===== src/rtl/seg_display_arbiter.sv =====
// seg_display_arbiter
// Round-robin arbiter sharing one 8-digit seven-segment display between three
// requesters. Each grant is held for at least DWELL cycles while others are
// waiting. A requester that drops its request releases the display at once.
// When nobody requests, IDLE_WORD is shown.
//
// Ports:
//   clk_axi_i       system clock, rising edge
//   reset_i         synchronous active-high reset
//   req_i[2:0]      level-sensitive requests
//   data0_i..2_i    32-bit display words of requesters 0..2
//   grant_o[2:0]    one-hot grant, 3'b000 when idle
//   disp_word_o     word for the display driver's F input
//   disp_valid_o    high while a grant is active
//   switch_pulse_o  one-cycle pulse on every change of grant_o
//
// state | meaning
// IDLE  | nobody granted, IDLE_WORD shown
// HOLD  | requester cur_q owns the display, dwell counter running
module seg_display_arbiter #(
    parameter logic [31:0] DWELL     = 32'd100_000_000,
    parameter logic [31:0] IDLE_WORD = 32'h0000_0000
) (
    input  logic        clk_axi_i,
    input  logic        reset_i,
    input  logic [2:0]  req_i,
    input  logic [31:0] data0_i,
    input  logic [31:0] data1_i,
    input  logic [31:0] data2_i,
    output logic [2:0]  grant_o,
    output logic [31:0] disp_word_o,
    output logic        disp_valid_o,
    output logic        switch_pulse_o
);

    localparam logic [0:0]  ST_IDLE    = 1'b0;
    localparam logic [0:0]  ST_HOLD    = 1'b1;
    localparam logic [31:0] DWELL_LAST = DWELL - 32'd1;

    logic [0:0]  state_q, state_d;
    logic [1:0]  cur_q, cur_d;
    logic [1:0]  last_q, last_d;
    logic [31:0] cnt_q, cnt_d;
    logic [2:0]  grant_q, grant_d;
    logic [31:0] disp_word_q, disp_word_d;
    logic        disp_valid_q, disp_valid_d;
    logic        switch_pulse_q, switch_pulse_d;

    logic [2:0]  pick_all;
    logic [2:0]  pick_other;
    logic [2:0]  others;
    logic        cur_req;
    logic        dwell_done;

    // Returns {found, index}: first requesting index after 'last', wrapping
    // mod 3, optionally skipping 'excl'.
    function automatic logic [2:0] rr_pick(input logic [2:0] r_req,
                                           input logic [1:0] last,
                                           input logic       excl_en,
                                           input logic [1:0] excl);
        logic [2:0] res;
        logic [1:0] idx;
        res = 3'b000;
        idx = last;
        for (int k = 0; k < 3; k++) begin
            idx = (idx == 2'd2) ? 2'd0 : idx + 2'd1;
            if (!res[2] && r_req[idx] && !(excl_en && (idx == excl))) begin
                res = {1'b1, idx};
            end
        end
        return res;
    endfunction

    always_comb begin
        pick_all   = rr_pick(req_i, last_q, 1'b0, cur_q);
        pick_other = rr_pick(req_i, last_q, 1'b1, cur_q);
        others     = req_i & ~(3'b001 << cur_q);
        cur_req    = req_i[cur_q];
        dwell_done = (cnt_q == DWELL_LAST);

        state_d = state_q;
        cur_d   = cur_q;
        last_d  = last_q;
        cnt_d   = cnt_q;

        case (state_q)
            ST_IDLE: begin
                if (pick_all[2]) begin
                    state_d = ST_HOLD;
                    cur_d   = pick_all[1:0];
                    last_d  = pick_all[1:0];
                    cnt_d   = 32'd0;
                end
            end
            default: begin
                // Release wins over dwell expiry; both select the same pick
                // because the releasing requester is not asking any more.
                if (!cur_req) begin
                    if (|others) begin
                        cur_d  = pick_other[1:0];
                        last_d = pick_other[1:0];
                    end else begin
                        state_d = ST_IDLE;
                        last_d  = cur_q;
                    end
                    cnt_d = 32'd0;
                end else if (dwell_done && (|others)) begin
                    cur_d  = pick_other[1:0];
                    last_d = pick_other[1:0];
                    cnt_d  = 32'd0;
                end else if (!dwell_done) begin
                    cnt_d = cnt_q + 32'd1;
                end
            end
        endcase

        grant_d     = (state_d == ST_HOLD) ? (3'b001 << cur_d) : 3'b000;
        disp_word_d = IDLE_WORD;
        if (state_d == ST_HOLD) begin
            case (cur_d)
                2'd0:    disp_word_d = data0_i;
                2'd1:    disp_word_d = data1_i;
                default: disp_word_d = data2_i;
            endcase
        end
        disp_valid_d   = |grant_d;
        switch_pulse_d = (grant_d != grant_q);
    end

    always_ff @(posedge clk_axi_i) begin
        if (reset_i) begin
            state_q        <= ST_IDLE;
            cur_q          <= 2'd0;
            last_q         <= 2'd2;
            cnt_q          <= 32'd0;
            grant_q        <= 3'b000;
            disp_word_q    <= IDLE_WORD;
            disp_valid_q   <= 1'b0;
            switch_pulse_q <= 1'b0;
        end else begin
            state_q        <= state_d;
            cur_q          <= cur_d;
            last_q         <= last_d;
            cnt_q          <= cnt_d;
            grant_q        <= grant_d;
            disp_word_q    <= disp_word_d;
            disp_valid_q   <= disp_valid_d;
            switch_pulse_q <= switch_pulse_d;
        end
    end

    assign grant_o        = grant_q;
    assign disp_word_o    = disp_word_q;
    assign disp_valid_o   = disp_valid_q;
    assign switch_pulse_o = switch_pulse_q;

endmodule


===== config.mk =====
export PLATFORM = sky130hd
export DESIGN_NAME = seg_display_arbiter
export DESIGN_NICKNAME = d
export VERILOG_FILES = /design/src/rtl/seg_display_arbiter.sv
export SDC_FILE = /design/constraint.sdc
export NUM_CORES = 1
export LEC_CHECK = 0
export ABC_AREA = 1
export CORE_MARGIN = 10
export CORE_UTILIZATION = 40
export DETAILED_ROUTE_END_ITERATION = 16
export GPL_TIMING_DRIVEN = 0
export PLACE_DENSITY = 0.72
export SLEW_MARGIN = 40
export SYNTH_ARGS = -nofsm -noshare
export SYNTH_HDL_FRONTEND = slang
export SYNTH_SLANG_ARGS = --single-unit

===== constraint.sdc =====
create_clock -name clk_axi_i -period 3.2 [get_ports clk_axi_i]
set_clock_uncertainty 0.1 [all_clocks]
set_input_delay 0.32 -clock clk_axi_i [delete_from_list [all_inputs] [get_ports clk_axi_i]]
set_output_delay 0.32 -clock clk_axi_i [all_outputs]
set_load 0.02 [all_outputs]

== After elaboration in Yosys (flattened, before gate mapping) ==
Cells that the tools add are included.

* Register bits after elaboration: 74
* Input bits: 101
* Logic and storage cells: 91

* $add $sub $neg: 4
* $lt $le $gt $ge: 4
* Equality and inequality tests: 11
* Shifts and indexed selects: 2
* Muxes and demuxes: 37
* Bitwise operators: 3
* Reductions and logical operators: 22

{| class="wikitable"
|+ Operators by type and width
! operator !! number
|-
| 32-bit 2-to-1 mux || 5
|-
| 32-bit one-hot mux with 2 select lines || 1
|-
| 32-bit by 1-bit adder with 32-bit output, second input constant || 1
|-
| 32-bit by 27-bit equality test with 1-bit output, second input constant || 1
|-
| 2-bit 2-to-1 mux || 13
|-
| 3-bit 2-to-1 mux || 6
|-
| 2-bit by 3-bit less-than comparator with 1-bit output, second input constant || 4
|-
| 1-bit binary-select mux with 2-bit select || 4
|-
| 1-bit logical AND || 8
|-
| 1-bit 2-to-1 mux || 8
|-
| 1-bit zero test || 7
|-
| 2-bit by 1-bit adder with 2-bit output, second input constant || 3
|-
| 2-bit equality test || 3
|-
| 2-bit equality test, second input constant || 3
|-
| 3-bit OR reduction || 2
|-
| 1-bit by 2-bit << shifter with 3-bit output, first input constant || 2
|-
| 4-bit by 3-bit inequality test with 1-bit output, second input constant || 1
|-
| 2-bit AND reduction || 2
|-
| 3-bit AND || 1
|-
| 3-bit by 2-bit inequality test with 1-bit output, second input constant || 1
|-
| 3-bit inequality test || 1
|-
| 3-bit NOT || 1
|-
| 2-bit by 1-bit equality test with 1-bit output, second input constant || 1
|-
| 2-bit zero test || 1
|-
| other kinds (3) || 3
|}

== Depth between registers and ports, before layout ==
Gate-level depths: netlist of the first run.

* Word-level depth: 20
* Depth in mapped cells: 20
* Mapped depth without buffers: 19

== Worst setup path after synthesis of the first run ==
OpenSTA, ideal clock, no wires.

* Path kind: reg-to-reg
* From: register cnt_q[0]
* To: register switch_pulse_q, in the netlist switch_pulse_o
* Data arrival time: 2024 ps
* Required time: 2970 ps
* Slack: 947 ps
* Cell stages (with the launch flop): 17
* Period minus slack after synthesis: 2253 ps
* Path through: dfxtp_1 ha_1 nand2_1 nor3_4 nand3_1 nor2_1 nand2_1 clkinv_1 nand3_1 nand2_1 nand3_4 nor2_4 nand2_1 nand2_1 nand2_1 nor2_1 nor2_1

* Longest elaborated chain between the ends: 8

{| class="wikitable"
|+ RTL lines
! what !! line !! source
|-
| start, declared || 43 || <nowiki>logic [31:0] cnt_q, cnt_d;</nowiki>
|-
| start signal, assigned || 144 || <nowiki>cnt_q <= cnt_d;</nowiki>
|-
| 32-bit by 27-bit equality test with 1-bit output || 79 || <nowiki>dwell_done = (cnt_q == DWELL_LAST);</nowiki>
|-
| 1-bit logical AND || 107 || <nowiki>end else if (dwell_done && (|others)) begin</nowiki>
|-
| 2-bit 2-to-1 mux || 107 ||
|-
| 2-bit 2-to-1 mux || 98 || <nowiki>if (!cur_req) begin</nowiki>
|-
| 2-bit 2-to-1 mux || 86 || <nowiki>case (state_q)</nowiki>
|-
| 1-bit by 2-bit << shifter with 3-bit output || 117 || <nowiki>grant_d = (state_d == ST_HOLD) ? (3'b001 << cur_d) : 3'b000;</nowiki>
|-
| 3-bit 2-to-1 mux || 117 ||
|-
| 3-bit inequality test || 127 || <nowiki>switch_pulse_d = (grant_d != grant_q);</nowiki>
|-
| end signal, assigned || 148 || <nowiki>switch_pulse_q <= switch_pulse_d;</nowiki>
|-
| end, declared || 47 || <nowiki>logic switch_pulse_q, switch_pulse_d;</nowiki>
|}

Every way passes these cells.
A chain may end at the register's enable or synchronous reset.

== Final worst setup path of the first run ==
* From: register cnt_q[0]
* To: register disp_word_q[8], in the netlist disp_word_o[8]

* Longest elaborated chain between the ends: 7
* Elaborated cells between the ends (all ways): 8
* Classes of those cells: 2 x eq/ne; 4 x mux; 2 x reduce/logical

{| class="wikitable"
|+ RTL lines
! what !! line !! source
|-
| 32-bit by 27-bit equality test with 1-bit output * || 79 ||
|-
| 1-bit logical AND * || 107 ||
|-
| 2-bit 2-to-1 mux * || 107 ||
|-
| 2-bit 2-to-1 mux * || 98 ||
|-
| 2-bit 2-to-1 mux * || 86 ||
|-
| 2-bit by 1-bit equality test with 1-bit output or 2-bit zero test (tied branches) || 120 || <nowiki>case (cur_d)</nowiki>
|-
| 32-bit one-hot mux with 2 select lines * || 120 ||
|-
| end signal, assigned || 146 || <nowiki>disp_word_q <= disp_word_d;</nowiki>
|-
| end, declared || 45 || <nowiki>logic [31:0] disp_word_q, disp_word_d;</nowiki>
|}

Every way passes the cells marked *; elsewhere a longest branch is shown, timed or not.

==> results of run 1 <==
## metal layers
metal	vias up	routed length (microns)
met1	1981	4788
li1	2267	-
met3	23	1310
met5	-	0
met2	164	6217
met4	0	303
## cell usage in the layout (no fill, tap or decap), drive strengths merged
master           n
nand4            8
xnor2            1
bufinv           1
nand2          217
a31oi            8
a32oi            1
a211oi           4
nand3           67
xor2             7
a21oi           19
o21a             2
and3             1
nor3            12
a221oi           1
o211ai           1
clkinv           2
nor2            50
nor4             9
nand3b           2
or2              1
buf             12
ha               1
inv             97
dfxtp           74
clkbuf          21
o21ai           22
a22oi            1
clkdlybuf4s50  136
## logic make-up after synthesis
logic type	count (synthesis)	share of synthesized area [%]
compound gates	59	8.318
flops	74	37.02
simple gates	367	40.62
fa+ha+maj	1	0.3126
buf+inv	118	11.98
xor+xnor	8	1.751
## power breakdown
part | leakage [nW] | switching [mW] | internal [mW] | total (mW)
clock | 0.106 | 0.329 | 0.419 | 0.748
sequential | 0.606 | 0.104 | 1.19 | 1.29
combinational | 1.81 | 1.66 | 1.10 | 2.76
## sequential cells by signal (all words and copies together), names as in the netlist
| name | cells |
|---|---|
| cnt_q | 32 |
| disp_word_o | 32 |
| grant_o | 3 |
| cur_q | 2 |
| last_q | 2 |
| disp_valid_o | 1 |
| state_q | 1 |
| switch_pulse_o | 1 |
## area by class of cell
class                           instances  share of cell area, %
Multi-Input combinational cell        435                  35.60
Sequential cell                        74                  25.84
Timing Repair Buffer                  136                  23.75
Inverter                               98                  6.416
Clock buffer                           13                  2.946
Tap cell                              133                  2.903
Buffer                                 20                  1.942
Clock inverter                          2                 0.6111
## how the worst max path moves through the flow
| stage | slack (ns) | start | depth (start not counted) | end |
|---|---|---|---|---|
| floorplan | 0.95 | cnt_q[0]$_SDFFE_PP0P_ | 16 | switch_pulse_o$_SDFF_PP0_ |
| global placement | 0.31 | req_i[2] | 15 | cnt_q[25]$_SDFFE_PP0P_ |
| detailed placement | 0.29 | req_i[2] | 15 | cnt_q[25]$_SDFFE_PP0P_ |
| CTS | 0.41 | cnt_q[0]$_SDFFE_PP0P_ | 16 | disp_word_o[8]$_SDFF_PP0_ |
| global route | 0.11 | cnt_q[0]$_SDFFE_PP0P_ | 16 | disp_word_o[30]$_SDFF_PP0_ |
| finish | 0.41 | cnt_q[0]$_SDFFE_PP0P_ | 16 | disp_word_o[8]$_SDFF_PP0_ |
## critical path, stage by stage, from the launching register on
cell                       delay, ns
sky130_fd_sc_hd__dfxtp_1        0.39
sky130_fd_sc_hd__ha_1           0.19
sky130_fd_sc_hd__nand2_1        0.10
sky130_fd_sc_hd__nor3_4         0.27
sky130_fd_sc_hd__nand3_1        0.13
sky130_fd_sc_hd__nor2_1         0.18
sky130_fd_sc_hd__nand2_1        0.16
sky130_fd_sc_hd__clkinv_1       0.10
sky130_fd_sc_hd__nand3_1        0.10
sky130_fd_sc_hd__nand2_1        0.13
sky130_fd_sc_hd__nand3_4        0.18
sky130_fd_sc_hd__nor2_4         0.24
sky130_fd_sc_hd__buf_4          0.20
sky130_fd_sc_hd__nand2_1        0.07
sky130_fd_sc_hd__nand3_1        0.08
sky130_fd_sc_hd__nand2_1        0.05
sky130_fd_sc_hd__inv_1          0.06
==> flow_results.org, run 1 <==
** Status
- The run finished with clean final reports.

** Yosys
- The synthesized design devotes to its leading area cell type a little under two fifths of total area.
- EDFF count, synth :: 0
- Summed over all instances, the cell type with the most area after synthesis is sky130_fd_sc_hd__dfxtp_1.
- Post-synthesis cell type count :: 36
- Counting every net in the synthesized netlist gives about 730.
- Number of synthesized register bits :: 74
- Ys flop type :: sky130_fd_sc_hd__dfxtp_1
- The Yosys step of the flow raised 0 warnings.
- Post-Synthesis Mean Instance Area :: roughly 6.4 sq um
- Sequential elements use 37.02% of the synthesized area.
- Yosys attributes the largest share of cell area to sky130_fd_sc_hd__dfxtp_1 (37%), sky130_fd_sc_hd__nand2_1 (20%), sky130_fd_sc_hd__inv_1 (8.4%).
- The synthesized netlist occupies a cell area of about 4000 sq um.
- Cell types with the highest counts after synthesis :: sky130_fd_sc_hd__nand2_1 (215), sky130_fd_sc_hd__inv_1 (90), sky130_fd_sc_hd__dfxtp_1 (74), sky130_fd_sc_hd__nand3_1 (62), sky130_fd_sc_hd__nor2_1 (42)
- Share of flip-flops with an asynchronous set or reset after synthesis :: 0%
- Synthesis handed over a netlist of roughly 630 instances.
- Most used standard cell by instance count after synthesis :: sky130_fd_sc_hd__nand2_1

** Floorplan
- During I/O placement, the number of pins put on the boundary was about 140.
- From bottom edge to top edge, the die measures about 120 microns.
- The die is roughly 120 microns wide.
- The region available for standard cell placement spans between 9000 and 10000 sq um.
- Cell row count :: 36
- Die Area :: between 10000 and 15000 sq um
- The initial utilization of the core area, before any placement, comes to about two fifths.

** Placement
- Routability-driven placement finished with a final weighted congestion of slightly below 0.9.
- The wire-length estimate of the detail-placed layout is approximately 10000 microns.
- After detailed placement, the total cell area comes to ~5500 sq um.
- At the placement stage, the worst setup path has a slack of 0.2883 ns.
- In this run, placement finished with an instance count of approximately 900.
- Number of buffer cells added on primary ports :: approximately 140

** Route
- Antenna Violating Nets Remaining :: 0
- TritonRoute pass-1 iters :: 6
- Summed over all layers, the routed wires come to ~13000 microns.
- Detailed routing inserted a total of about 4400 vias.
- DRC violations left :: 0
- Routed length per instance :: between 10 and 15 microns
- Initial detailed-routing violation count :: ~300
- Via density :: roughly 5

** GRT
- The initial antenna violation count is 0.
- Global routing used roughly 17% of the available tracks.
- Met3 GRT Util :: 8.439%
- Met2 Use GR :: about 30%
- Maximum number of pins on one net before global-route repair :: 12
- Wire length of the first global-routing pass :: roughly 20000 microns
- For met1 alone, demand over resource in global routing was 17.78%.
- The layer flagged by global routing as most heavily used is met2.
- Via count of the first global-routing pass :: roughly 4400
- Leftover overflow at the end of global routing :: 0

** STA
- Transition time of the tightest slew-check pin :: roughly 0.46 ns
- Clock period minus worst slack :: 2.793 ns
- The worst path meets setup with 0.4069 ns of slack.
- Final hold violations :: 0
- Summed over all failing endpoints, the final setup total negative slack is 0 ns.
- Worst Hold Margin :: 0.2387 ns
- Final Setup Violations :: 0
- Max-Slew Margin vs Limit :: between 60 and 70%
- Top achievable clock speed :: around 0.36 GHz
- Post-route clock period utilization :: 87.28%
- The number of pins exceeding their max-slew limit in the final report came to 0.
- Setup repair after global routing left no endpoint under its margin.

** Setup path
- Of all nets on the critical path, the largest fanout is 10.
- Worst Setup Path Type :: register to register
- Critical R2R Capture :: disp_word_o[8]$_SDFF_PP0_
- Register-to-register setup slack :: ~0.41 ns
- STA puts the critical path data arrival time at 3.00 ns.
- Kind of start point of the critical path :: register
- The worst register-to-register path begins at cnt_q[0]$_SDFFE_PP0P_.
- For the worst setup path, the data required time is between 3 and 4 ns.
- Counting cells, the worst reg-to-reg path comes to 16.
- Worst Setup End Kind :: register

** Clocking
- Clock Pin Slew Worst Setup and Hold Paths :: around 0.07 ns
- Counting every sink on the clock net gives 74.
- Hold buffer count at cts :: 0
- CTS built an H-tree with a depth of 3.
- In this run, post-CTS repair resized a total of 0 instances.
- CTS root buf :: sky130_fd_sc_hd__clkbuf_8
- TritonCTS built the clock tree.
- Counting along the longest clock path gives a buffer depth of 2.
- In this run, CTS created clock tree buffers numbering 9.
- At the later pin of the worst-skew pair, clock insertion delay measures roughly 0.36 ns.
- Buffers added to address setup during post-CTS repair amount to 0.

** Job
- Across the run, the number of max-cap violations was 0.

** Power and ir drop
- Worst VDD drop :: 503.6 uV
- P_leak :: between 2 and 3 nW
- PD cells :: 837.2 nW/um^2
- Final Power :: between 4 and 5 mW

** Finish
- Register area :: roughly 1500 sq um
- Total area of multi-input combinational cells :: between 2000 and 2500 sq um
- Net total in the final layout :: just under 900
- Antenna cells :: 0
- The layout has about 940 filler cells.
- Growth of design area from synthesis to finish :: 43.28%
- Layout cells sized above 1 :: roughly 6.6%
- Count of placed standard cells in the final layout, fillers left out :: a little over 900
- Final Instance Area :: 5733 sq um
- Share of the core filled with cells in the final layout :: between 50% and 60%

** Hold path
- Along the worst hold path, the cell count comes to 2.
- Path category of the worst min-delay check :: primary input to register
- The path with the worst hold slack has its endpoint at cur_q[1]$_SDFF_PP0_.
- Worst Min Path Start :: reset_i
(Power assumes the default switching activity.)
==> inputs of run 2 (changes only) <==
--- a/config.mk
+++ b/config.mk
@@ -6,11 +6,13 @@
 export NUM_CORES = 1
 export LEC_CHECK = 0
 export ABC_AREA = 1
+export CELL_PAD_IN_SITES_DETAIL_PLACEMENT = 1
+export CELL_PAD_IN_SITES_GLOBAL_PLACEMENT = 1
 export CORE_MARGIN = 10
-export CORE_UTILIZATION = 40
+export CORE_UTILIZATION = 31
 export DETAILED_ROUTE_END_ITERATION = 16
 export GPL_TIMING_DRIVEN = 0
-export PLACE_DENSITY = 0.72
+export PLACE_DENSITY_LB_ADDON = 0.1
 export SLEW_MARGIN = 40
 export SYNTH_ARGS = -nofsm -noshare
 export SYNTH_HDL_FRONTEND = slang
==> flow_results.org, run 2 (synthesized netlist as in run 1, its figures left out) <==
** Clocking
- The total number of H-tree levels was 3 (unchanged).
- Total setup buffers inserted after CTS :: 0 (unchanged)
- Buffers from clock root to sink, at most :: 2 (unchanged)
- The number of CTS-inserted buffers is 9 (unchanged).
- Clock Pin Slew Worst Setup and Hold Paths :: 0.06 ns (about the same)
- TritonCTS built the clock tree.
- Resized Gates After CTS :: 0 (unchanged)
- Clock Sinks :: 74 (unchanged)
- Clock tree synthesis selected as its root buffer the cell sky130_fd_sc_hd__clkbuf_16.
- The hold buffer count at CTS was 0 (unchanged).
- Worst skew pair latency :: 0.34 ns (-0.02 ns)

** Finish
- The area growth from synthesis to layout is 47.00%.
- Total area of multi-input combinational cells :: 2041 sq um (unchanged)
- The number of cells in the finished layout apart from fillers was 950 (+4.3%).
- The register area is 1481 sq um (unchanged).
- The post-route core utilization is 46.61% (-12 points).
- Layout cells sized above 1 :: 6.684% (+0.13 points)
- Net total in the final layout :: 876 (unchanged)
- The number of antenna repair diodes is 0 (unchanged).
- Leaving out fill and tap cells, the most frequent cell in the layout is sky130_fd_sc_hd__nand2_1.
- Fill cell count :: 1658 (+77%)
- Leading cell types in the layout, fill and taps excluded :: sky130_fd_sc_hd__nand2_1 (215), sky130_fd_sc_hd__clkdlybuf4s50_1 (136), sky130_fd_sc_hd__inv_1 (90)

** Placement
- HPWL after detailed placement :: 12240 microns (+17%)
- The weighted congestion at the end of routability-driven global placement came to 0.8374 (-5.8%).
- Post-placement cell count :: 935 (+4.4%)
- The number of input and output port buffers inserted came to 136 (unchanged).

** Route
- Via density :: 4.728 (-2.9%)
- The routed wire length was 14760 microns (+17%).
- Routed length per instance :: 15.54 microns (+12%)
- DRC violations left :: 0 (unchanged)
- Antenna Violating Nets Remaining :: 0 (unchanged)
- Initial detailed-routing violation count :: 122 (-59%)
- TritonRoute pass-1 iters :: 4 (-2)
- Total via count after detailed routing :: 4492 (+1.3%)

** Setup path
- The length in cells of the worst reg-to-reg path came to 16 (unchanged).
- Req. time, crit path :: 3.38 ns (-0.02 ns)
- The worst setup path is captured at a register.
- Reg2reg start :: cnt_q[0]$_SDFFE_PP0P_
- In this design, the largest share of critical-path delay is due to simple AND/OR/NAND/NOR gates.
- The critical path buffer and inverter count was 3 (unchanged).
- The delay of the slowest critical-path stage is 0.38 ns (about the same).
- Max Fanout on Critical Path :: 10 (unchanged)
- Cell type of the slowest stage on the worst timing path :: sky130_fd_sc_hd__dfxtp_1
- In this run the critical register-to-register path is captured at disp_word_o[4]$_SDFF_PP0_.
- Register-to-register setup slack :: 0.40 ns (about the same)
- Kind of start point of the critical path :: register
- The signal on the critical path passes through ha_1 > nand2_1 > nor3_4 > nand3_1 > nor2_1 > nand2_1 > clkinv_1 > nand3_1 > nand2_1 > nand3_4 > nor2_4 > buf_4 > nand2_1 > nand3_1 > nand2_1 > inv_1.
- Worst Setup Path Type :: register to register
- Cell type with the highest occurrence count on the critical path :: sky130_fd_sc_hd__nand2_1
- The signal arrival time at the worst endpoint is 2.98 ns (-0.02 ns).

** STA
- The worst-case headroom to the max-slew limit was 67.77% (-1.4 points).
- Final Setup Violations :: 0 (unchanged)
- The final number of hold-violating endpoints was 0 (unchanged).
- Clock period minus worst slack :: 2.798 ns (+0.004554 ns)
- The timing-limited maximum frequency came to 0.3574 GHz (-0.16%).
- Unrepaired setup endpoints after global routing :: false
- The final hold slack is 0.2852 ns (+0.04648 ns).
- The period utilization was 87.43% (+0.14 points).
- The setup TNS came to 0 ns (unchanged).
- The measured slew at the worst slew-check pin came to 0.4835 ns (+0.02474 ns).
- The number of pins exceeding their max-slew limit in the final report was 0 (unchanged).

** Floorplan
- Die Area :: 17850 sq um (+24%)
- DIE WIDTH :: 133.6 microns (+11%)
- The number of rows in the core area is 41 (+14%).
- The effective utilization at floorplan is 31.71% (-9.2 points).
- Vertical die dimension :: 133.6 microns (+11%)
- The number of I/O pins came to 138 (unchanged).
- Core region area :: 12620 sq um (+29%)

** GRT
- Maximum number of pins on one net before global-route repair :: 13 (+1)
- The overflow left after global routing came to 0 (unchanged).
- Wire length of the first global-routing pass :: 24210 microns (+19%)
- The global-route usage over all layers was 16.81% (-0.54 points).
- Initial antenna violation count :: 0 (unchanged)
- The via count of the first global-routing pass came to 4909 (+12%).

** Hold path
- Count of cells along the worst hold path :: 2 (unchanged)
- The path with the worst hold slack has its endpoint at grant_o[1]$_SDFF_PP0_.
- Worst Min Path Start :: reset_i
- The path class of the tightest hold or removal check is primary input to register.

** Power and ir drop
- The largest voltage drop on the vdd net came to 379.2 uV (-25%).
- The static leakage came to 2.568 nW (+1.7%).
- The total power draw came to 5.151 mW (+7.3%).
- The ratio of total power to cell area was 875.7 nW/um^2 (+4.6%).

** Job
- Maximum Capacitance Violations :: 0 (unchanged)

** Status
- The flow ran to the end, and the final reports show no timing, DRC or antenna violations.
==> run 2: cell types whose count changed in the layout (fill, tap and decap cells not counted), sizes merged <==
cell / before / now
clkbuf: 21 / 19
clkinv: 2 / 3
clkinvlp: 0 / 1
==> run 2: cell type report <==
cell class / count / area share (%)
buffer: 20 / 1.893
timing repair buffer: 136 / 23.14
clock buffer: 11 / 4.297
multi-input combinational: 435 / 34.69
clock inverter: 4 / 0.8722
inverter: 98 / 6.254
tap: 172 / 3.659
sequential: 74 / 25.19
==> run 2: metrics by stage <==
step,setup WS (ns),area (sq um)
floorplan,0.9465,4001
global placement,0.1939,5578
detailed placement,0.1613,5578
CTS,0.3677,5882
global route,0.02617,5882
finish,0.4023,5882
==> run 2: layer usage <==
metal | wire length [microns] | part of all wire [%] | GRT usage [%] | vias up
met5 | 0 | 0 | 0 | -
met4 | 144 | 0.98 | 4.534 | 0
met3 | 1657 | 11 | 9.737 | 8
met2 | 7118 | 48 | 28.91 | 94
met1 | 5842 | 40 | 17.02 | 2122
li1 | - | - | - | 2268
==> run 2: report_power, final <==
group / internal, mW / leakage (nW) / switching (mW)
Clock: 0.641 / 0.148 / 0.392
Combinational: 1.10 / 1.81 / 1.72
Sequential: 1.19 / 0.606 / 0.105
==> run 2: worst max path at each step <==
stage,depth (start not counted),endpoint,startpoint
after global placement,13,disp_word_o[14]$_SDFF_PP0_,req_i[2]
after global routing,14,disp_word_o[7]$_SDFF_PP0_,cnt_q[0]$_SDFFE_PP0P_
after floorplan,16,switch_pulse_o$_SDFF_PP0_,cnt_q[0]$_SDFFE_PP0P_
after detailed placement,15,cnt_q[25]$_SDFFE_PP0P_,req_i[2]
after CTS,16,disp_word_o[4]$_SDFF_PP0_,cnt_q[0]$_SDFFE_PP0P_
final,16,disp_word_o[4]$_SDFF_PP0_,cnt_q[0]$_SDFFE_PP0P_
==> inputs of run 3 (changes only) <==
==> constraint.sdc (replaced) <==
create_clock -name clk_axi_i -period 3.2 [get_ports clk_axi_i]
set_clock_uncertainty 0.1 [all_clocks]
set_input_delay 0.64 -clock clk_axi_i [delete_from_list [all_inputs] [get_ports clk_axi_i]]
set_output_delay 0.64 -clock clk_axi_i [all_outputs]
set_load 0.02 [all_outputs]
==> flow_results.org, run 3 (synthesized netlist as in run 1, its figures left out) <==
** Status
- Status :: complete, no violations

** STA
- The worst-case headroom to the max-slew limit is 67.79% (about the same).
- Final hold violations :: 0 (unchanged)
- The measured slew at the worst slew-check pin is 0.4831 ns (-0.0003877 ns).
- The final setup violation count came to 0 (unchanged).
- The number of pins exceeding their max-slew limit in the final report was 0 (unchanged).
- Post-route clock period utilization :: 91.23% (+3.8 points)
- The setup TNS is 0 ns (unchanged).
- The time the worst path needs with I/O delays and setup came to 2.919 ns (+0.1216 ns).
- Setup repair after global routing could not meet its margin everywhere.
- Top achievable clock speed :: 0.3426 GHz (-4.2%)

** Finish
- Net total in the final layout :: 876 (unchanged)
- Final Instance Area :: 5892 sq um (+0.17%)
- Count of placed standard cells in the final layout, fillers left out :: 950 (unchanged)
- The library cell used most frequently in the layout, excluding fill and tap cells, is sky130_fd_sc_hd__nand2_1.
- The number of antenna repair diodes was 0 (unchanged).
- The ratio of cells with drive above 1 in the final layout came to 7.326% (+0.64 points).
- Growth of design area from synthesis to finish :: 47.25%
- In the layout the commonest cells are sky130_fd_sc_hd__nand2_1 (215), sky130_fd_sc_hd__clkdlybuf4s50_1 (136), sky130_fd_sc_hd__inv_1 (90).

** Power and ir drop
- The ratio of total power to cell area was 875.1 nW/um^2 (about the same).
- The switching fraction of total power is 43.05% (-0.056 points).
- The net switching component of the power was 2.220 mW (about the same).
- Final Power :: 5.156 mW (+0.11%)
- The relative contribution of sequential cells to total power came to 25.1% (about the same).
- The static leakage was 2.581 nW (+0.51%).
- The part of the total power dissipated in combinational logic is 54.9% (about the same).
- Internal power component :: 2.936 mW (+0.21%)
- Part of the total power dissipated in the clock network :: 20.0% (about the same)
- Worst VDD drop :: 379.1 uV (about the same)

** Clocking
- The clock sink count is 74 (unchanged).
- Clock tree from TritonCTS :: yes
- TritonCTS buffer count :: 9 (unchanged)
- Number of H-tree levels :: 3 (unchanged)
- The deepest clock path buffer count is 2 (unchanged).
- The hold buffer count at CTS came to 0 (unchanged).
- Clock Pin Slew Worst Setup and Hold Paths :: 0.06 ns (about the same)
- CTS root buf :: sky130_fd_sc_hd__clkbuf_16
- The clock insertion delay at the later pin of the skew report came to 0.34 ns (about the same).
- The post-cts sizing count was 0 (unchanged).
- Total setup buffers inserted after CTS :: 0 (unchanged)

** Floorplan
- The die area came to 17850 sq um (unchanged).
- DIE WIDTH :: 133.6 microns (unchanged)
- The number of I/O pins came to 138 (unchanged).
- Starting density of the core :: 31.71% (unchanged)
- The die height was 133.6 microns (unchanged).
- The number of rows in the core area came to 41 (unchanged).
- Core region area :: 12620 sq um (unchanged)

** Route
- TritonRoute pass-1 iters :: 4 (unchanged)
- The number of nets with antenna violations after detailed routing came to 0 (unchanged).
- The total via count after detailed routing is 4498 (+0.13%).
- Final wirelength :: 14780 microns (+0.12%)
- The number of vias per cell is 4.735 (+0.13%).
- The number of DRC markers in iteration 0 is 142 (+16%).
- Routed length per instance :: 15.56 microns (+0.12%)
- DRC violations left :: 0 (unchanged)

** GRT
- Wire length of the first global-routing pass :: 24210 microns (unchanged)
- The global-route usage over all layers was 16.81% (unchanged).
- Via count of the first global-routing pass :: 4909 (unchanged)
- Leftover overflow at the end of global routing :: 0 (unchanged)
- The pin count of the biggest net entering global routing came to 13 (unchanged).
- The initial antenna violation count came to 0 (unchanged).

** Setup path
- The required time reported for the critical path endpoint came to 3.33 ns (-0.05 ns).
- The worst setup path is launched from a primary input.
- STA classifies the critical path endpoint as a register.
- Max Fanout on Critical Path :: 10 (unchanged)
- The signal arrival time at the worst endpoint is 3.05 ns (+0.07 ns).
- Worst Setup Path Type :: primary input to register

** Hold path
- Path category of the worst min-delay check :: register to register

** Placement
- Post-placement cell count :: 935 (unchanged)
- The standard cell area after detailed placement was 5578 sq um (unchanged).
- The sum of net half-perimeters after detailed placement came to 12240 microns (unchanged).
- The number of input and output port buffers inserted was 136 (unchanged).
- The weighted congestion at the end of routability-driven global placement is 0.8374 (unchanged).

** Job
- The max-cap check violation count is 0 (unchanged).
==> run 3: cell types whose count changed in the layout (fill, tap and decap cells not counted) <==
cell                       change
sky130_fd_sc_hd__clkbuf_1      -4
sky130_fd_sc_hd__clkbuf_2      +4
sky130_fd_sc_hd__nor3_1        -1
sky130_fd_sc_hd__nor3_2        +1
==> run 3: final timing paths <==
| check | cells past startpoint | slack (ns) | start | endpoint |
|---|---|---|---|---|
| worst max-delay path | 15 | 0.28 | req_i[2] | cnt_q[25]$_SDFFE_PP0P_ |
| worst max register to register | 16 | 0.41 | cnt_q[0]$_SDFFE_PP0P_ | disp_word_o[4]$_SDFF_PP0_ |
| worst min-delay path | 1 | 0.38 | cnt_q[22]$_SDFFE_PP0P_ | cnt_q[22]$_SDFFE_PP0P_ |
| worst min register to register | 1 | 0.38 | cnt_q[22]$_SDFFE_PP0P_ | cnt_q[22]$_SDFFE_PP0P_ |
==> run 3: per-stage QoR <==
stage	hold WS, ns	setup slack (ns)	util, %
floorplan	0.3342	0.9267	-
global placement	0.3526	-0.1261	44.20
detailed placement	0.3689	-0.1587	44.20
CTS	0.3812	0.1869	46.61
global route	0.3994	-0.05953	46.69
finish	0.3777	0.2807	46.69
==> run 3: final cells by class <==
cell class / count / area [sq um]
multi-input combinational: 435 / 2046
clock buffer: 11 / 252.7
fill: 1656 / 6728
inverter: 98 / 367.9
tap: 172 / 215.2
buffer: 20 / 116.4
timing repair buffer: 136 / 1361
clock inverter: 4 / 51.30
sequential: 74 / 1481
==> run 3: metal layers <==
metal,vias to the layer above,global-route usage [%],wire [microns]
met2,94,28.91,7127
met5,-,0,0
li1,2269,-,-
met4,0,4.534,144
met1,2127,17.02,5855
met3,8,9.737,1653
==> run 3: power by group through the flow <==
stage	Clock, mW	Combinational (mW)	Sequential (mW)
global route	1.11	3.20	1.32
floorplan	0	1.46	1.60
detailed placement	0	2.86	1.31
CTS	1.05	2.88	1.30
finish	1.03	2.83	1.29
global placement	0	2.80	1.30
==> run 3: worst max-delay path, stage by stage <==
cell and delay (ns):
sky130_fd_sc_hd__clkdlybuf4s50_1 0.57, sky130_fd_sc_hd__inv_1 0.09, sky130_fd_sc_hd__a21oi_1 0.13, sky130_fd_sc_hd__nor2_1 0.06, sky130_fd_sc_hd__nand2_1 0.16, sky130_fd_sc_hd__nor2_2 0.11
sky130_fd_sc_hd__nand2_1 0.11, sky130_fd_sc_hd__nand2_1 0.15, sky130_fd_sc_hd__inv_1 0.11, sky130_fd_sc_hd__buf_4 0.18, sky130_fd_sc_hd__nand4_1 0.22, sky130_fd_sc_hd__nor3_2 0.21
sky130_fd_sc_hd__nand2_1 0.09, sky130_fd_sc_hd__o21ai_0 0.16, sky130_fd_sc_hd__a21oi_1 0.07
